### src/rtl/wptr_full_level.sv
// Write-domain pointer and status block for a dual-clock FIFO: binary/Gray write
// pointers plus full, almost-full, fill level and a sticky overflow flag.
module wptr_full_level #(
  parameter int ADDRSIZE     = 4,
  parameter int AFULL_MARGIN = 2
) (
  input  logic                wclk,
  input  logic                wrst_n,
  input  logic                winc,
  input  logic                wovf_clr,
  input  logic [ADDRSIZE:0]   wq2_rptr,
  output logic [ADDRSIZE-1:0] waddr,
  output logic [ADDRSIZE:0]   wptr,
  output logic                wfull,
  output logic                walmost_full,
  output logic [ADDRSIZE:0]   wlevel,
  output logic                woverflow
);

  localparam int DEPTH = 1 << ADDRSIZE;
  localparam logic [ADDRSIZE:0] AFULL_LEVEL = (ADDRSIZE+1)'(DEPTH - AFULL_MARGIN);

  logic [ADDRSIZE:0] wbin;
  logic [ADDRSIZE:0] wbinnext;
  logic [ADDRSIZE:0] wgraynext;
  logic [ADDRSIZE:0] rbin_s;
  logic [ADDRSIZE:0] level_next;
  logic              push;
  logic              full_next;

  assign push       = winc & ~wfull;
  assign wbinnext   = wbin + (ADDRSIZE+1)'(push);
  assign wgraynext  = (wbinnext >> 1) ^ wbinnext;
  assign level_next = wbinnext - rbin_s;
  // Full when the next write pointer has lapped the read pointer exactly once.
  assign full_next  = (wgraynext == {~wq2_rptr[ADDRSIZE:ADDRSIZE-1], wq2_rptr[ADDRSIZE-2:0]});
  assign waddr      = wbin[ADDRSIZE-1:0];

  always_comb begin
    rbin_s = '0;
    rbin_s[ADDRSIZE] = wq2_rptr[ADDRSIZE];
    for (int i = ADDRSIZE - 1; i >= 0; i--) begin
      rbin_s[i] = rbin_s[i+1] ^ wq2_rptr[i];
    end
  end

  always_ff @(posedge wclk or negedge wrst_n) begin
    if (!wrst_n) begin
      wbin         <= '0;
      wptr         <= '0;
      wfull        <= 1'b0;
      walmost_full <= 1'b0;
      wlevel       <= '0;
      woverflow    <= 1'b0;
    end else begin
      wbin         <= wbinnext;
      wptr         <= wgraynext;
      wfull        <= full_next;
      walmost_full <= (level_next >= AFULL_LEVEL);
      wlevel       <= level_next;
      // A dropped write outranks a clear in the same cycle.
      if (winc && wfull)
        woverflow <= 1'b1;
      else if (wovf_clr)
        woverflow <= 1'b0;
    end
  end

endmodule

### config.mk
export PLATFORM = sky130hd
export DESIGN_NAME = wptr_full_level
export DESIGN_NICKNAME = d
export VERILOG_FILES = /design/src/rtl/wptr_full_level.sv
export SDC_FILE = /design/constraint.sdc
export NUM_CORES = 1
export LEC_CHECK = 0
export CAP_MARGIN = 20
export CORE_AREA = 4 4 54 51
export CTS_BUF_LIST = sky130_fd_sc_hd__clkbuf_4 sky130_fd_sc_hd__clkbuf_8 sky130_fd_sc_hd__clkbuf_16
export DETAILED_ROUTE_END_ITERATION = 12
export DIE_AREA = 0 0 58 55
export PLACE_DENSITY_LB_ADDON = 0.15
export SLEW_MARGIN = 0
export SYNTH_ARGS = -nofsm -noshare
export SYNTH_HDL_FRONTEND = slang
export SYNTH_SLANG_ARGS = --single-unit
### constraint.sdc
create_clock -name wclk -period 3.1 [get_ports wclk]
set_input_delay 0.62 -clock wclk [delete_from_list [all_inputs] [get_ports wclk]]
set_output_delay 0.62 -clock wclk [all_outputs]
set_load 0.02 [all_outputs]
==> impl_results.rst, run 1 <==
.. list-table::
   :header-rows: 1

   * - Metric
     - Value
   * - Number of enable-type register cells in the synthesized netlist
     - 0
   * - Synth Warn #
     - 0
   * - Power density over the cells
     - 1290 nW/um^2
   * - Arithmetic-cell share of the synthesized area counting full adders, half adders and majority gates
     - 9.60%
   * - Nature of the critical path startpoint
     - input pin
   * - Mux cell area share after synthesis
     - 0%
   * - Clock transition at path regs
     - 0.10 ns
   * - Area of all placed cells without fillers
     - 1370 um^2
   * - Dpl hpwl
     - 1530 um
   * - Main combinational cell family by area after synthesis
     - XOR/XNOR gates
   * - Total iterations of the first detailed-routing run
     - 4
   * - Sequential standard cell area
     - 425 um^2
   * - Worst-Skew Late Latency
     - 0.29 ns
   * - Top cell types by occurrence after synthesis
     - sky130_fd_sc_hd__dfrtp_1, sky130_fd_sc_hd__xnor2_1, sky130_fd_sc_hd__inv_1
   * - F_max
     - 0.348 GHz
   * - Class of the tightest hold or removal check
     - reg2reg
   * - Sum of met2 wire segment lengths after detailed routing
     - 876 um
   * - Chip height
     - 55 um
   * - Via/cell ratio
     - 4.80
   * - Fraction of synthesized cell area taken by the top area cell type
     - 42.9%
   * - Post-detailed-placement cell area
     - 1340 um^2
   * - Starting density of the core
     - 45.8%
   * - Most instantiated library cell after synthesis
     - sky130_fd_sc_hd__dfrtp_1
   * - Final net count
     - 139
   * - Antenna violations before repair
     - 0
   * - Area taken by multi-input logic gates
     - 505 um^2
   * - Cell count after synthesis
     - 83
   * - DRT antenna net count
     - 0
   * - Total clock buffers created by CTS
     - 3
   * - H-Tree Depth
     - 1
   * - Master cell of the clock root buffer
     - sky130_fd_sc_hd__clkbuf_4
   * - Placement row count
     - 16
   * - Arrival time at the worst endpoint
     - 3.07 ns
   * - Global-route wire length before repair
     - 3260 um
   * - Async set-or-reset flop fraction in the synthesized netlist
     - 100%
   * - Count of pins on the block boundary
     - 26
   * - Fraction of the mapped netlist area in simple logic gates
     - 10.7%
   * - Final critical-path share of the clock period
     - 92.7%
   * - Unrepaired setup endpoints after global routing
     - no
   * - Slew Limit Fails
     - 0
   * - Cell taking the most area after synthesis
     - sky130_fd_sc_hd__dfrtp_1
   * - Setup repair bufs after CTS
     - 0
   * - Synthesized netlist net count
     - 99
   * - Final hold violations
     - 0
   * - Clk sink count
     - 17
   * - Sequential share of the synthesized area
     - 42.9%
   * - Most used flip-flop cell after synthesis
     - sky130_fd_sc_hd__dfrtp_1
   * - Tmin final
     - 2.87 ns
   * - Routed length per instance
     - 12.7 um
   * - Synthesized flop and latch total
     - 17
   * - Clock tree buffer depth
     - 2
   * - Maximum number of pins on one net before global-route repair
     - 18
   * - Total via count after detailed routing
     - 715
   * - Die X
     - 58 um
   * - Total Routed Length
     - 1890 um
   * - DIE AREA
     - 3190 um^2
   * - Wire length on met1
     - 861 um
   * - Layout filler cell count
     - 190
   * - Status
     - complete, no violations
   * - Category of the most critical setup path
     - in2reg
   * - Detailed-routed wire length on met3
     - 110 um
   * - Main area contributors after synthesis
     - sky130_fd_sc_hd__dfrtp_1, sky130_fd_sc_hd__xnor2_1, sky130_fd_sc_hd__ha_1, sky130_fd_sc_hd__xor2_1, sky130_fd_sc_hd__inv_1
   * - Uppermost metal layer occupied by signal nets
     - met4
   * - Number of unique standard cell types used by synthesis
     - 30
   * - Number of max-capacitance violations reported
     - 0
   * - Highest net fanout along the worst path
     - 2
   * - Post-synthesis compound-gate area fraction
     - 7.58%
   * - Accumulated negative setup slack
     - 0 ns
   * - Mean post-synth cell area
     - 11.9 um^2
   * - Crit path capture type
     - flop
   * - Diodes inserted
     - 0
   * - Core ar.
     - 2160 um^2
   * - Starting DRC count in detailed routing
     - 11
   * - Number of global-route vias before repair
     - 711
   * - P&R area growth vs syn
     - 37.9%
   * - Fraction of layout cells with a size suffix above 1
     - 17.2%
   * - CP required
     - 3.30 ns
   * - XOR/XNOR Fraction of Synth Area
     - 23.1%
   * - Relative slew slack
     - 47.7%
   * - Clock tree from TritonCTS
     - built
   * - P_leak
     - 0.621 nW
   * - Mapped Area
     - 991 um^2
   * - Number of port buffers
     - 25
   * - GR Util All Layers
     - 14.0%
   * - Count of endpoints failing setup in the final report
     - 0
   * - Clock Skews
     - 0.000550 ns
   * - Residual DRC count
     - 0
   * - Worst supply voltage drop on vdd
     - 0.784 mV
   * - Fin Hold WS
     - 0.513 ns
   * - Weighted congestion reported at the end of routability-driven placement
     - 0.763
   * - Slew of the pin with the lowest slew margin
     - 0.782 ns
   * - Remaining Overflow, GRT
     - 0
-- stage by stage --
stage / setup WS [ns] / std cells / utilization, % / power, W
2_1_floorplan: 0.492 / 83 / - / 0.00121
3_3_place_gp: -0.0249 / 145 / 61.9 / 0.00163
3_5_place_dp: -0.0854 / 145 / 61.9 / 0.00165
4_1_cts: 0.215 / 149 / 63.2 / 0.00178
5_1_grt: 0.0645 / 149 / 63.2 / 0.00192
6_report: 0.226 / 149 / 63.2 / 0.00176
-- registers in the layout (all words and copies together) (netlist names) --
name / cells
walmost_full: 1
wbin: 5
wfull: 1
wlevel: 5
woverflow: 1
wptr: 4
-- layout by cell type (no fill, tap or decap), types with 3 or more instances in the layout --
| master | n |
|---|---|
| sky130_fd_sc_hd__clkdlybuf4s50_1 | 25 |
| sky130_fd_sc_hd__dfrtp_1 | 17 |
| sky130_fd_sc_hd__xnor2_1 | 12 |
| sky130_fd_sc_hd__buf_4 | 12 |
| sky130_fd_sc_hd__inv_1 | 9 |
| sky130_fd_sc_hd__ha_1 | 6 |
| sky130_fd_sc_hd__xor2_1 | 5 |
| sky130_fd_sc_hd__nand2_1 | 4 |
| sky130_fd_sc_hd__nor2b_1 | 3 |
| sky130_fd_sc_hd__o21ai_0 | 3 |
| sky130_fd_sc_hd__clkbuf_4 | 3 |
-- critical path: stages --
cell	delay (ns)
sky130_fd_sc_hd__clkdlybuf4s50_1	0.46
sky130_fd_sc_hd__xnor2_2	0.21
sky130_fd_sc_hd__xor2_1	0.23
sky130_fd_sc_hd__xor2_1	0.25
sky130_fd_sc_hd__xnor2_1	0.10
sky130_fd_sc_hd__ha_1	0.21
sky130_fd_sc_hd__fa_1	0.38
sky130_fd_sc_hd__buf_4	0.15
sky130_fd_sc_hd__xnor2_1	0.18
sky130_fd_sc_hd__nand2_1	0.08
sky130_fd_sc_hd__o311ai_1	0.22
-- repair_timing --
item                                    in CTS  in global routing
gates resized for setup                      0                  1
endpoints found under the setup margin       0                  1
hold buffers                                 0                  0
-- final timing paths --
path / startpoint / endpoint / slack [ns] / cells past startpoint
setup / recovery: wq2_rptr[4] / walmost_full$_DFF_PN0_ / 0.23 / 11
hold / removal: wfull$_DFF_PN0_ / woverflow$_DFFE_PN0P_ / 0.51 / 2
setup reg to reg: wfull$_DFF_PN0_ / walmost_full$_DFF_PN0_ / 0.81 / 9
min in group asynchronous: wrst_n / wlevel[1]$_DFF_PN0_ / 0.77 / 1
max in group asynchronous: wrst_n / wbin[0]$_DFF_PN0_ / 1.84 / 1
hold reg to reg: wfull$_DFF_PN0_ / woverflow$_DFFE_PN0P_ / 0.51 / 2
-- layout make-up --
| type | count | area share (%) |
|---|---|---|
| Tap cell | 27 | 2.47 |
| Inverter | 9 | 2.47 |
| Clock inverter | 1 | 0.366 |
| Multi-Input combinational cell | 55 | 37.0 |
| Sequential cell | 17 | 31.1 |
| Clock buffer | 3 | 1.65 |
| Timing Repair Buffer | 37 | 24.9 |
-- per-layer routing --
layer | vias up | global-route usage (%)
met3 | 5 | 3.25
met2 | 21 | 21.1
met4 | 0 | 6.95
met1 | 335 | 18.9
li1 | 354 | -
met5 | - | 0
-- cells by family (layout without fill, tap and decap cells) --
logic type / count (synthesis) / after routing
simple gates: 17 / 17
compound gates: 10 / 10
xor+xnor: 21 / 21
flops: 17 / 17
buf+inv: 11 / 50
fa+ha+maj: 7 / 7
-- power breakdown --
part / internal [W] / leakage, nW / switching (W) / total, W
clock: 0.0000480 / 0.0177 / 0.0000718 / 0.000120
sequential: 0.000345 / 0.203 / 0.0000895 / 0.000435
combinational: 0.000643 / 0.400 / 0.000564 / 0.00121
total: 0.00104 / 0.621 / 0.000726 / 0.00176
(Power assumes the default switching activity.)
==> run 2, diff against run 1 <==
--- a/config.mk
+++ b/config.mk
@@ -15,3 +15,4 @@
 export SYNTH_ARGS = -nofsm -noshare
 export SYNTH_HDL_FRONTEND = slang
 export SYNTH_SLANG_ARGS = --single-unit
+export TNS_END_PERCENT = 100
==> results of run 2 <==
Final layout, timing and power as in run 1 (identical DEF).
